$ cat config.mk
export PLATFORM = sky130hd
export DESIGN_NAME = wb_stage
export DESIGN_NICKNAME = d
export VERILOG_FILES = /design/src/rtl/wb_pkg.sv /design/src/rtl/wb_hilo.sv /design/src/rtl/wb_stage.sv
export SDC_FILE = /design/constraint.sdc
export NUM_CORES = 1
export LEC_CHECK = 0
export ABC_AREA = 1
export CAP_MARGIN = 5
export CORE_MARGIN = 3
export CORE_UTILIZATION = 40
export DETAILED_ROUTE_END_ITERATION = 12
export DONT_BUFFER_PORTS = 1
export GPL_TIMING_DRIVEN = 0
export PLACE_DENSITY_LB_ADDON = 0.2
export SYNTH_ARGS = -nofsm -noshare
export SYNTH_HDL_FRONTEND = slang
export SYNTH_SLANG_ARGS = --single-unit
$ cat constraint.sdc
create_clock -name clk -period 2.5 [get_ports clk]
set_clock_uncertainty 0.2 [all_clocks]
set_input_delay 0.375 -clock clk [delete_from_list [all_inputs] [get_ports clk]]
set_output_delay 0.375 -clock clk [all_outputs]
set_load 0.01 [all_outputs]
$ cat src/rtl/wb_pkg.sv
`default_nettype none
// ============================================================================
// Module      : wb_pkg
// Description : Shared encodings for the MEM/WB writeback stage: rd
//               writeback source selects, HI/LO source selects, stage
//               state enum and the "needs divider" helper.
// Revision    : 1.0 - initial release
// ============================================================================
package wb_pkg;

    // rd writeback source select
    localparam logic [2:0] RD_LO    = 3'd0;
    localparam logic [2:0] RD_NPC   = 3'd1;
    localparam logic [2:0] RD_CLZ   = 3'd2;
    localparam logic [2:0] RD_CP0   = 3'd3;
    localparam logic [2:0] RD_DMEM  = 3'd4;
    localparam logic [2:0] RD_ALU   = 3'd5;
    localparam logic [2:0] RD_HI    = 3'd6;
    localparam logic [2:0] RD_MULLO = 3'd7;

    // HI / LO source select
    localparam logic [1:0] HL_DIV  = 2'd0;
    localparam logic [1:0] HL_MUL  = 2'd1;
    localparam logic [1:0] HL_RS   = 2'd2;
    localparam logic [1:0] HL_NONE = 2'd3;

    typedef enum logic [1:0] {
        ST_EMPTY    = 2'd0,
        ST_FULL     = 2'd1,
        ST_WAIT_DIV = 2'd2
    } wb_state_e;

    // An instruction depends on the divider when it writes HI or LO from it.
    function automatic logic needs_div(
        input logic       hi_wena,
        input logic [1:0] hi_sel,
        input logic       lo_wena,
        input logic [1:0] lo_sel
    );
        return (hi_wena && (hi_sel == HL_DIV)) || (lo_wena && (lo_sel == HL_DIV));
    endfunction

endpackage
`default_nettype wire

$ cat src/rtl/wb_hilo.sv
`default_nettype none
// ============================================================================
// Module      : wb_hilo
// Description : Architectural HI/LO registers with their source muxes.
//               Updated only on a commit of an instruction that writes them.
// Ports       : clk, rst           - clock, sync active-high reset
//               commit             - held instruction retires this cycle
//               hi_wena/lo_wena    - instruction writes HI / LO
//               hi_sel/lo_sel      - source: divider, multiplier, rs, none
//               rs_data, mul_hi, mul_lo, div_r, div_q - candidate sources
//               hi_q, lo_q         - committed HI / LO
// Revision    : 1.0 - initial release
// ============================================================================
module wb_hilo
    import wb_pkg::*;
#(
    parameter int DATA_W = 32
) (
    input  logic              clk,
    input  logic              rst,
    input  logic              commit,
    input  logic              hi_wena,
    input  logic              lo_wena,
    input  logic [1:0]        hi_sel,
    input  logic [1:0]        lo_sel,
    input  logic [DATA_W-1:0] rs_data,
    input  logic [DATA_W-1:0] mul_hi,
    input  logic [DATA_W-1:0] mul_lo,
    input  logic [DATA_W-1:0] div_r,
    input  logic [DATA_W-1:0] div_q,
    output logic [DATA_W-1:0] hi_q,
    output logic [DATA_W-1:0] lo_q
);

    logic [DATA_W-1:0] r_hi;
    logic [DATA_W-1:0] r_lo;
    logic [DATA_W-1:0] w_hi_src;
    logic [DATA_W-1:0] w_lo_src;

    // Divider: remainder goes to HI, quotient to LO.
    // HL_NONE recirculates the current value so a reserved code is a no-op.
    always_comb begin
        w_hi_src = r_hi;
        case (hi_sel)
            HL_DIV:  w_hi_src = div_r;
            HL_MUL:  w_hi_src = mul_hi;
            HL_RS:   w_hi_src = rs_data;
            default: w_hi_src = r_hi;
        endcase
    end

    always_comb begin
        w_lo_src = r_lo;
        case (lo_sel)
            HL_DIV:  w_lo_src = div_q;
            HL_MUL:  w_lo_src = mul_lo;
            HL_RS:   w_lo_src = rs_data;
            default: w_lo_src = r_lo;
        endcase
    end

    always_ff @(posedge clk) begin
        if (rst) begin
            r_hi <= '0;
            r_lo <= '0;
        end else begin
            if (commit && hi_wena) begin
                r_hi <= w_hi_src;
            end
            if (commit && lo_wena) begin
                r_lo <= w_lo_src;
            end
        end
    end

    assign hi_q = r_hi;
    assign lo_q = r_lo;

endmodule
`default_nettype wire

$ cat src/rtl/wb_stage.sv
`default_nettype none
// ============================================================================
// Module      : wb_stage
// Description : Registered MEM/WB pipeline stage. Accepts one instruction
//               per cycle over valid/ready, holds it until it can retire
//               (waiting on the divider when it needs divide results),
//               drives the register-file write port and owns HI/LO.
// Ports       : clk, rst                 - clock, sync active-high reset
//               in_valid / in_ready      - MEM handshake
//               flush                    - drop held and incoming instruction
//               npc..dmem_data           - rd result sources
//               rd_sel/rd_waddr/rd_wena  - rd writeback control
//               hi_*/lo_*                - HI/LO write control
//               div_r/div_q/div_done     - divider results
//               div_abort                - held divide was flushed
//               rf_we/rf_waddr/rf_wdata  - register-file write port
//               hi_q/lo_q                - committed HI/LO
//               retire_cnt/stall_cnt     - performance counters
// Revision    : 1.0 - initial release
// ============================================================================
module wb_stage
    import wb_pkg::*;
#(
    parameter int DATA_W  = 32,
    parameter int RADDR_W = 5,
    parameter int CNT_W   = 32
) (
    input  logic               clk,
    input  logic               rst,
    input  logic               in_valid,
    output logic               in_ready,
    input  logic               flush,
    input  logic [DATA_W-1:0]  npc,
    input  logic [DATA_W-1:0]  rs_data,
    input  logic [DATA_W-1:0]  cp0_data,
    input  logic [DATA_W-1:0]  alu_data,
    input  logic [DATA_W-1:0]  clz_data,
    input  logic [DATA_W-1:0]  mul_hi,
    input  logic [DATA_W-1:0]  mul_lo,
    input  logic [DATA_W-1:0]  dmem_data,
    input  logic [2:0]         rd_sel,
    input  logic [RADDR_W-1:0] rd_waddr,
    input  logic               rd_wena,
    input  logic [1:0]         hi_sel,
    input  logic [1:0]         lo_sel,
    input  logic               hi_wena,
    input  logic               lo_wena,
    input  logic [DATA_W-1:0]  div_r,
    input  logic [DATA_W-1:0]  div_q,
    input  logic               div_done,
    output logic               div_abort,
    output logic               rf_we,
    output logic [RADDR_W-1:0] rf_waddr,
    output logic [DATA_W-1:0]  rf_wdata,
    output logic [DATA_W-1:0]  hi_q,
    output logic [DATA_W-1:0]  lo_q,
    output logic [CNT_W-1:0]   retire_cnt,
    output logic [CNT_W-1:0]   stall_cnt
);

    // ------------------------------------------------------------------
    // Stage register
    // ------------------------------------------------------------------
    wb_state_e          r_state;
    wb_state_e          w_state_nxt;

    logic [DATA_W-1:0]  r_npc;
    logic [DATA_W-1:0]  r_rs_data;
    logic [DATA_W-1:0]  r_cp0_data;
    logic [DATA_W-1:0]  r_alu_data;
    logic [DATA_W-1:0]  r_clz_data;
    logic [DATA_W-1:0]  r_mul_hi;
    logic [DATA_W-1:0]  r_mul_lo;
    logic [DATA_W-1:0]  r_dmem_data;
    logic [2:0]         r_rd_sel;
    logic [RADDR_W-1:0] r_rd_waddr;
    logic               r_rd_wena;
    logic [1:0]         r_hi_sel;
    logic [1:0]         r_lo_sel;
    logic               r_hi_wena;
    logic               r_lo_wena;

    logic [CNT_W-1:0]   r_retire_cnt;
    logic [CNT_W-1:0]   r_stall_cnt;

    logic               w_occupied;
    logic               w_need_div;
    logic               w_in_need_div;
    logic               w_commit_raw;
    logic               w_commit;
    logic               w_accept;
    logic               w_div_wait;

    assign w_occupied    = (r_state != ST_EMPTY);
    assign w_need_div    = needs_div(r_hi_wena, r_hi_sel, r_lo_wena, r_lo_sel);
    assign w_in_need_div = needs_div(hi_wena, hi_sel, lo_wena, lo_sel);

    // The held instruction is able to retire; flush then vetoes the actual
    // commit, but in_ready is already forced low by flush itself.
    assign w_commit_raw  = w_occupied && !(w_need_div && !div_done);
    assign w_commit      = w_commit_raw && !flush;
    assign in_ready      = (!w_occupied || w_commit_raw) && !flush;
    assign w_accept      = in_valid && in_ready;
    assign w_div_wait    = (r_state == ST_WAIT_DIV) && !div_done;

    // ------------------------------------------------------------------
    // State machine
    // ------------------------------------------------------------------
    always_ff @(posedge clk) begin
        if (rst) begin
            r_state <= ST_EMPTY;
        end else begin
            r_state <= w_state_nxt;
        end
    end

    always_comb begin
        w_state_nxt = r_state;
        div_abort   = 1'b0;
        case (r_state)
            ST_EMPTY, ST_FULL, ST_WAIT_DIV: w_state_nxt = r_state;
            default:                        w_state_nxt = ST_EMPTY;
        endcase
        if (flush) begin
            w_state_nxt = ST_EMPTY;
            div_abort   = w_div_wait;
        end else if (w_accept) begin
            w_state_nxt = w_in_need_div ? ST_WAIT_DIV : ST_FULL;
        end else if (w_commit) begin
            w_state_nxt = ST_EMPTY;
        end
    end

    always_ff @(posedge clk) begin
        if (rst) begin
            r_npc       <= '0;
            r_rs_data   <= '0;
            r_cp0_data  <= '0;
            r_alu_data  <= '0;
            r_clz_data  <= '0;
            r_mul_hi    <= '0;
            r_mul_lo    <= '0;
            r_dmem_data <= '0;
            r_rd_sel    <= RD_LO;
            r_rd_waddr  <= '0;
            r_rd_wena   <= 1'b0;
            r_hi_sel    <= HL_NONE;
            r_lo_sel    <= HL_NONE;
            r_hi_wena   <= 1'b0;
            r_lo_wena   <= 1'b0;
        end else if (w_accept) begin
            r_npc       <= npc;
            r_rs_data   <= rs_data;
            r_cp0_data  <= cp0_data;
            r_alu_data  <= alu_data;
            r_clz_data  <= clz_data;
            r_mul_hi    <= mul_hi;
            r_mul_lo    <= mul_lo;
            r_dmem_data <= dmem_data;
            r_rd_sel    <= rd_sel;
            r_rd_waddr  <= rd_waddr;
            r_rd_wena   <= rd_wena;
            r_hi_sel    <= hi_sel;
            r_lo_sel    <= lo_sel;
            r_hi_wena   <= hi_wena;
            r_lo_wena   <= lo_wena;
        end
    end

    // ------------------------------------------------------------------
    // HI / LO ownership
    // ------------------------------------------------------------------
    wb_hilo #(
        .DATA_W (DATA_W)
    ) u_hilo (
        .clk     (clk),
        .rst     (rst),
        .commit  (w_commit),
        .hi_wena (r_hi_wena),
        .lo_wena (r_lo_wena),
        .hi_sel  (r_hi_sel),
        .lo_sel  (r_lo_sel),
        .rs_data (r_rs_data),
        .mul_hi  (r_mul_hi),
        .mul_lo  (r_mul_lo),
        .div_r   (div_r),
        .div_q   (div_q),
        .hi_q    (hi_q),
        .lo_q    (lo_q)
    );

    // ------------------------------------------------------------------
    // Register-file write port. MFHI/MFLO read the committed registers so
    // a preceding MTHI/MTLO that retired last cycle is already visible.
    // ------------------------------------------------------------------
    always_comb begin
        rf_wdata = lo_q;
        case (r_rd_sel)
            RD_LO:    rf_wdata = lo_q;
            RD_NPC:   rf_wdata = r_npc;
            RD_CLZ:   rf_wdata = r_clz_data;
            RD_CP0:   rf_wdata = r_cp0_data;
            RD_DMEM:  rf_wdata = r_dmem_data;
            RD_ALU:   rf_wdata = r_alu_data;
            RD_HI:    rf_wdata = hi_q;
            RD_MULLO: rf_wdata = r_mul_lo;
            default:  rf_wdata = lo_q;
        endcase
    end

    assign rf_we    = w_commit && r_rd_wena && (r_rd_waddr != '0);
    assign rf_waddr = r_rd_waddr;

    // ------------------------------------------------------------------
    // Performance counters (wrap naturally)
    // ------------------------------------------------------------------
    always_ff @(posedge clk) begin
        if (rst) begin
            r_retire_cnt <= '0;
            r_stall_cnt  <= '0;
        end else begin
            if (w_commit) begin
                r_retire_cnt <= r_retire_cnt + 1'b1;
            end
            if (w_div_wait) begin
                r_stall_cnt <= r_stall_cnt + 1'b1;
            end
        end
    end

    assign retire_cnt = r_retire_cnt;
    assign stall_cnt  = r_stall_cnt;

endmodule
`default_nettype wire

==> metrics.md, run 1 <==
| Metric | Value |
|---|---|
| Routed len/inst | `24.67 um` |
| Placer Congestion | `about 0.95` |
| Register area | `~8000 um2` |
| Flops & latches, synth | `~400` |
| Clock latency on the worst-skew pair | `590 ps` |
| Gr usage total | `0.3532` |
| Xor/xnor cell area share of the yosys netlist | `0.005771` |
| IO Port Bufs | `0` |
| CTS tree | `yes` |
| Crit end category | `output pin` |
| Status | `finished, violations left` |
| I/O pin count | `slightly above 500` |
| Power Dens Cells | `608.1 nW/um2` |
| Die W | `between 200 and 250 um` |
| Via count of the first global-routing pass | `approximately 20000` |
| Main combinational cell family by area after synthesis | `compound AO/OA/AOI/OAI gates` |
| Failing checks | `negative setup slack` |
| Switch Pwr | `approximately 0.0044 W` |
| Min Hold Slack | `about 14 ps` |
| Syn_area_per_cell | `~7 um2` |
| Crit-path cells | `clkinvlp_4 -> nand3_4 -> clkbuf_16 -> o22ai_4 -> a21oi_4 -> nand3_4` |
| Initial core utilization | `0.4083` |
| Most common cell after layout, fill and taps aside | `inv_1` |
| Clk buf depth | `3` |
| Total core area | `between 40000 and 50000 um2` |
| Hpwl dp | `between 60 and 70 mm` |
| Level count of the clock H-tree | `2` |
| Commonest non-fill, non-tap cells in the layout | `400 x inv_1, 394 x dfxtp_1, 358 x nand2_1, 357 x a21oi_1, 336 x dlygate4sd3_1` |
| WHS Path Cells | `4` |
| Hold Violations, Final | `0` |
| Final slew viol count | `0` |
| Slew headroom | `0.3722` |
| Simple-Gate Fraction of Synth Area | `0.1559` |
| CTS root buffer | `clkbuf_16` |
| Clk pwr share | `0.426` |
| Nets | `~3400` |
| Layout cells sized above 1 | `0.1339` |
| Largest net degree at the start of global routing | `14` |
| Crit-path max FO | `8` |
| Seq pwr share | `0.428` |
| Multi-input logic area | `~9300 um2` |
| YS warnings | `0` |
| Die Y-Extent | `between 200 and 250 um` |
| Worst slew pin tran | `about 940 ps` |
| Initial antenna violation count | `10` |
| CP Data Arrival Time | `2070 ps` |
| Synth Instances | `between 2000 and 3000` |
| Fin crit share | `1.059` |
| Clock buffers created by TritonCTS | `45` |
| Mux contribution to synthesized area | `0` |
| Final setup margin | `-146.3 ps` |
| Post-synthesis adder-cell area fraction | `0.006870` |
| Netlist cell types | `36` |
| Critical path's most frequent cell | `nand3_4` |
| Die area | `48130 um2` |
| Pre-CTS WS | `-825.8 ps` |
| Setup TNS | `-3099 ps` |
| DRT iter0 DRCs | `between 2000 and 2500` |
| Logic gate share of total power | `0.147` |
| First-pass GRT wire length | `~130 mm` |
| CP max stage delay | `380 ps` |
| Fill cell count | `3960` |
| Internal | `0.01148 W` |
| RSZ-0062 raised after global routing | `yes` |
| Met3 GRT Util | `0.1153` |
| Post-Syn Nets | `~3000` |
| Register area share after synthesis | `0.4408` |
| # rows | `77` |
| Peak VDD IR | `~0.48 mV` |
| Avg Vias per Cell | `approximately 5.7` |
| Clock sink total | `401` |
| Worst reg-to-reg path cell count | `6` |
| Grt met1 use | `0.4167` |
| Grt ovf | `0` |
| Largest delay share family, worst path | `simple AND/OR/NAND/NOR gates` |
| Worst Path Required | `between 1500 and 2000 ps` |
| Synthesized area | `approximately 18000 um2` |
| Post-Route WL | `89.98 mm` |
| Minimum clock period after layout | `2646 ps` |
| Maximum clock rate | `between 300 and 400 MHz` |
| Gr busiest metal | `met2` |
| Complex-gate fraction of the synthesized area | `0.2646` |
| ANT nets after route | `0` |
| Crit start category | `flop` |
| Slowest CP cell | `dfxtp_4` |
| Synthesis-to-finish area growth | `43.23%` |
| CTS clk-pin slew, worst paths | `~70 ps` |
| Cell depth of the worst setup path | `6` |
| Max-cap violations | `0` |
| Final Util | `0.5848` |
| Post-route DRC | `0` |
| WP buf/inv | `2` |
| # setup viols final | `34` |
| Sw Share | `0.2761` |
| Worst setup path class | `flop to output pin` |
| Vias | `around 21000` |
| Grt met2 use | `0.5851` |
| Hold/Removal Path Class | `input port to flop` |
| LEAKAGE | `9.695 nW` |
| Pre-antenna DRT Iters | `8` |
logic make-up (layout without fill, tap and decap cells):
group                      count (synthesis)  after routing
AOI/OAI and AO/OA                        901            901
and+or+nand+nor                          679            679
buffers and inverters                    582           1037
xor gates and xnor gates                  12             12
DFF                                      401            401
adders and majority gates                 10             10
other                                      0             16
tightest hold or removal path, cell delays in order:
cell	delay [ps]
inv_1	100
o21ai_0	140
nand3_1	90
a21oi_1	60
area by class of cell:
class,count,area share
Multi-Input combinational cell,1602,0.3583
Sequential cell,401,0.3084
Timing Repair Buffer,373,0.1443
Inverter,411,0.05967
Clock buffer,65,0.04960
Buffer,171,0.04336
Tap cell,592,0.02840
Clock inverter,17,0.006476
Antenna cell,16,0.001535
per-stage QoR:
stage	std cells	power, W	instance area [um2]
floorplan	2585	0.007798	18210
global placement	3177	0.008309	18950
detailed placement	3177	0.008349	18950
CTS	3617	0.01565	25270
global route	3641	0.01630	26070
finish	3648	0.01586	26080
synth_stat cells:
library cell	instances	area share
buf_1	9	0.0019
nand3_1	112	0.031
o21a_1	34	0.014
nand4_1	19	0.0065
dfxtp_1	401	0.44
nor2_4	2	0.0012
nor3_2	1	0.00055
a311oi_1	1	0.00048
nor3_1	14	0.0038
clkinv_1	1	0.00021
o21ba_2	1	0.00055
nor3b_1	4	0.0016
or2_2	1	0.00034
or2_1	1	0.00034
ha_1	10	0.0069
nor2_1	151	0.031
o21ai_0	312	0.086
xor2_1	7	0.0034
xnor2_1	5	0.0024
nand2_1	363	0.075
and3_1	2	0.00069
inv_1	407	0.084
nand3_2	1	0.00055
nand2_2	2	0.00069
nand3b_1	1	0.00041
nor2_2	4	0.0014
buf_4	10	0.0041
a22o_1	1	0.00048
nand3_4	1	0.00096
a211oi_1	1	0.00041
o211ai_1	4	0.0016
clkbuf_1	93	0.019
buf_2	59	0.016
a21oi_1	388	0.11
o22ai_1	159	0.055
inv_2	3	0.00062
per-layer routing:
layer  vias to the layer above  share of wire
met1                      9817           0.37
met3                       313           0.11
li1                       9418              -
met5                         -              0
met2                      1199           0.46
met4                         0          0.052
state kept, by name, indices dropped and copies added, names as in the netlist:
name / flops
r_alu_data: 32
r_clz_data: 32
r_cp0_data: 32
r_dmem_data: 32
r_hi_sel: 2
r_hi_wena: 1
r_lo_sel: 2
r_lo_wena: 1
r_mul_hi: 32
r_mul_lo: 32
r_npc: 32
r_rd_sel: 3
r_rd_wena: 1
r_rs_data: 32
r_state: 2
retire_cnt: 32
rf_waddr: 5
stall_cnt: 32
u_hilo.hi_q: 32
u_hilo.lo_q: 32
power groups by stage:
stage / clock (W) / combinational [W] / sequential, W
after floorplan: 0 / 0.000916 / 0.00688
after global placement: 0 / 0.00141 / 0.00690
after global routing: 0.00704 / 0.00245 / 0.00680
after CTS: 0.00677 / 0.00211 / 0.00677
after detailed placement: 0 / 0.00144 / 0.00691
final: 0.00675 / 0.00232 / 0.00678
final timing paths:
check / startpoint / slack (ps) / to
max: r_rd_sel[0] / -150 / rf_wdata[17]
min: div_q[18] / 10 / u_hilo.lo_q[18]
max reg2reg: r_hi_sel[0] / -20 / u_hilo.hi_q[23]
min reg2reg: r_dmem_data[8] / 260 / r_dmem_data[8]
timing repair:
| action | 4_1_cts | 5_1_grt |
|---|---|---|
| hold buffers | 336 | 0 |
| pin swaps | 24 | 39 |
| buffers inserted | 21 | 9 |
| gates resized for setup | 282 | 110 |
| setup endpoints to repair | 154 | 140 |
| hold endpoints to repair | 343 | 0 |
| cloned | 1 | 6 |
No activity file was read; power rests on OpenSTA's default activity.
==> run 2, diff against run 1 <==
--- a/config.mk
+++ b/config.mk
@@ -11,8 +11,8 @@
 export CORE_UTILIZATION = 40
 export DETAILED_ROUTE_END_ITERATION = 12
 export DONT_BUFFER_PORTS = 1
-export GPL_TIMING_DRIVEN = 0
-export PLACE_DENSITY_LB_ADDON = 0.2
+export PLACE_DENSITY = 0.58
+export SKIP_CTS_REPAIR_TIMING = 1
 export SYNTH_ARGS = -nofsm -noshare
 export SYNTH_HDL_FRONTEND = slang
 export SYNTH_SLANG_ARGS = --single-unit
==> metrics.md, run 2 (synthesis results as in run 1) <==
| Metric | Value |
|---|---|
| Post-Route WL | `78.92 mm (was 89.98 mm)` |
| Gr usage total | `0.2879 (was 0.3532)` |
| Dpl cells | `3070 (was 3177)` |
| Fill cell count | `4084 (was 3960)` |
| Grt ovf | `0 (unchanged)` |
| Clock sink total | `401 (unchanged)` |
| Commonest non-fill, non-tap cells in the layout | `400 x inv_1, 394 x dfxtp_1, 361 x a21oi_1, 360 x nand2_1, 312 x o21ai_0 (was 400 x inv_1, 394 x dfxtp_1, 358 x nand2_1, 357 x a21oi_1, 336 x dlygate4sd3_1)` |
| Most common cell after layout, fill and taps aside | `inv_1 (unchanged)` |
| Hold/Removal Path Class | `input port to flop (unchanged)` |
| Level count of the clock H-tree | `2 (unchanged)` |
| Slew headroom | `0.3968 (was 0.3722)` |
| Power, Total | `0.01553 W (was 0.01586 W)` |
| Crit end category | `output pin (unchanged)` |
| Initial antenna violation count | `6 (was 10)` |
| Crit-path cells | `buf_4 -> nand3_4 -> buf_12 -> buf_4 -> o22ai_4 -> nor2_1 -> nand3_2 (was clkinvlp_4 -> nand3_4 -> clkbuf_16 -> o22ai_4 -> a21oi_4 -> nand3_4)` |
| Final setup margin | `-137.5 ps (was -146.3 ps)` |
| Worst setup path class | `flop to output pin (unchanged)` |
| Fin crit share | `1.055 (was 1.059)` |
| Worst Path Required | `1920 ps (about the same)` |
| Crit-path max FO | `5 (was 8)` |
| Largest net degree at the start of global routing | `133 (was 14)` |
| Routed len/inst | `22.91 um (was 24.67 um)` |
| Initial core utilization | `0.4083 (unchanged)` |
| Die area | `48130 um2 (unchanged)` |
| Synthesis-to-finish area growth | `36.05% (was 43.23%)` |
| Die Y-Extent | `219.4 um (unchanged)` |
| CTS clk-pin slew, worst paths | `60 ps (was 70 ps)` |
| # rows | `77 (unchanged)` |
| CTS root buffer | `clkbuf_16 (unchanged)` |
| Status | `finished, violations left (unchanged)` |
| Final Non-Filler Cells | `3444 (was 3648)` |
| ANT nets after route | `0 (unchanged)` |
| I/O pin count | `508 (unchanged)` |
| Clock buffers created by TritonCTS | `45 (unchanged)` |
| WP buf/inv | `3 (was 2)` |
| CP Data Arrival Time | `2060 ps (was 2070 ps)` |
| Avg Vias per Cell | `5.532 (was 5.687)` |
| Peak VDD IR | `0.4941 mV (was 0.4754 mV)` |
| Post-route DRC | `0 (unchanged)` |
| CTS tree | `yes (unchanged)` |
| Nets | `3164 (was 3355)` |
| CP max stage delay | `410 ps (was 380 ps)` |
| Clk buf depth | `3 (unchanged)` |
| Setup TNS | `-2167 ps (was -3099 ps)` |
| Via count of the first global-routing pass | `16699 (was 20130)` |
| Power Dens Cells | `626.8 nW/um2 (was 608.1 nW/um2)` |
| LEAKAGE | `9.262 nW (was 9.695 nW)` |
| Clock latency on the worst-skew pair | `580 ps (was 590 ps)` |
| Critical path's most frequent cell | `buf_4 (was nand3_4)` |
| Worst slew pin tran | `901.9 ps (was 941.7 ps)` |
| Largest delay share family, worst path | `buffers and inverters (was simple AND/OR/NAND/NOR gates)` |
| Placer Congestion | `0.9197 (was 0.9511)` |
| Vias | `19051 (was 20747)` |
| DRT iter0 DRCs | `1498 (was 2342)` |
| Failing checks | `negative hold slack, negative setup slack (was negative setup slack)` |
| # setup viols final | `30 (was 34)` |
| Layout cells sized above 1 | `0.1217 (was 0.1339)` |
| IO Port Bufs | `0 (unchanged)` |
| Max-cap violations | `0 (unchanged)` |
| Die W | `219.4 um (unchanged)` |
| RSZ-0062 raised after global routing | `yes (unchanged)` |
| Maximum clock rate | `379.1 MHz (was 377.9 MHz)` |
| Hpwl dp | `54.18 mm (was 66.74 mm)` |
| Hold Violations, Final | `119 (was 0)` |
| First-pass GRT wire length | `104.6 mm (was 126.7 mm)` |
| Slowest CP cell | `dfxtp_4 (unchanged)` |
| Final slew viol count | `0 (unchanged)` |
| Minimum clock period after layout | `2638 ps (was 2646 ps)` |
| Min Hold Slack | `-335.7 ps (was 13.86 ps)` |
| Pre-antenna DRT Iters | `7 (was 8)` |
| Total core area | `44610 um2 (unchanged)` |
| Crit start category | `flop (unchanged)` |
-- run 2: path summary, 6_finish.rpt --
kind	depth (start not counted)	endpoint	slack, ps	start
hold reg to reg	2	r_clz_data[25]	250	r_clz_data[25]
hold / removal	1	r_npc[8]	-340	rst
setup / recovery	7	rf_wdata[20]	-140	r_rd_sel[0]
setup reg to reg	11	rf_waddr[0]	140	r_lo_sel[0]
-- run 2: where the power goes --
part	internal (W)	switching [W]	leakage, nW
Sequential	0.00667	0.000109	3.28
Clock	0.00401	0.00279	0.729
Combinational	0.000783	0.00117	5.25
-- run 2: cell type report --
type                    instances  area (um2)  area share
multi-input cells            1602        8985      0.3626
flip-flops and latches        401        8044      0.3247
repair buffers                353        3951      0.1595
inverters                     411        1562     0.06302
clock buffers                  62        1292     0.05217
well taps                     592       740.7     0.02990
clock inverters                15       181.4    0.007322
diodes                          8       20.02   0.0008080
-- run 2: per-stage QoR --
step / cell area, um2 / hold slack (ps) / util / setup slack (ps)
after floorplan: 18210 / 229.7 / - / 479.9
after global placement: 19100 / 239.4 / 0.4282 / 93.15
after detailed placement: 19100 / 244.5 / 0.4282 / 79.93
after CTS: 20570 / -358.2 / 0.4612 / -556.9
after global routing: 24760 / -354.7 / 0.5552 / -182.7
final: 24780 / -335.7 / 0.5554 / -137.5
-- run 2: worst register-to-register path: stages, from the launching register on --
cell and delay (ps):
dfxtp_2 330, inv_2 60, ha_2 170, nand2_2 50, nand2_1 70, nand2_2 70
or2_1 270, nand3_4 110, buf_12 180, o21ai_0 90, a21oi_1 140, dlygate4sd3_1 570
-- run 2: routing by layer --
layer / wire, um / track usage / vias to the layer above
li1: - / - / 9010
met1: 30160 / 0.3295 / 8967
met2: 37230 / 0.4803 / 886
met3: 8355 / 0.1202 / 188
met4: 3177 / 0.1059 / 0
met5: 0 / 0 / -
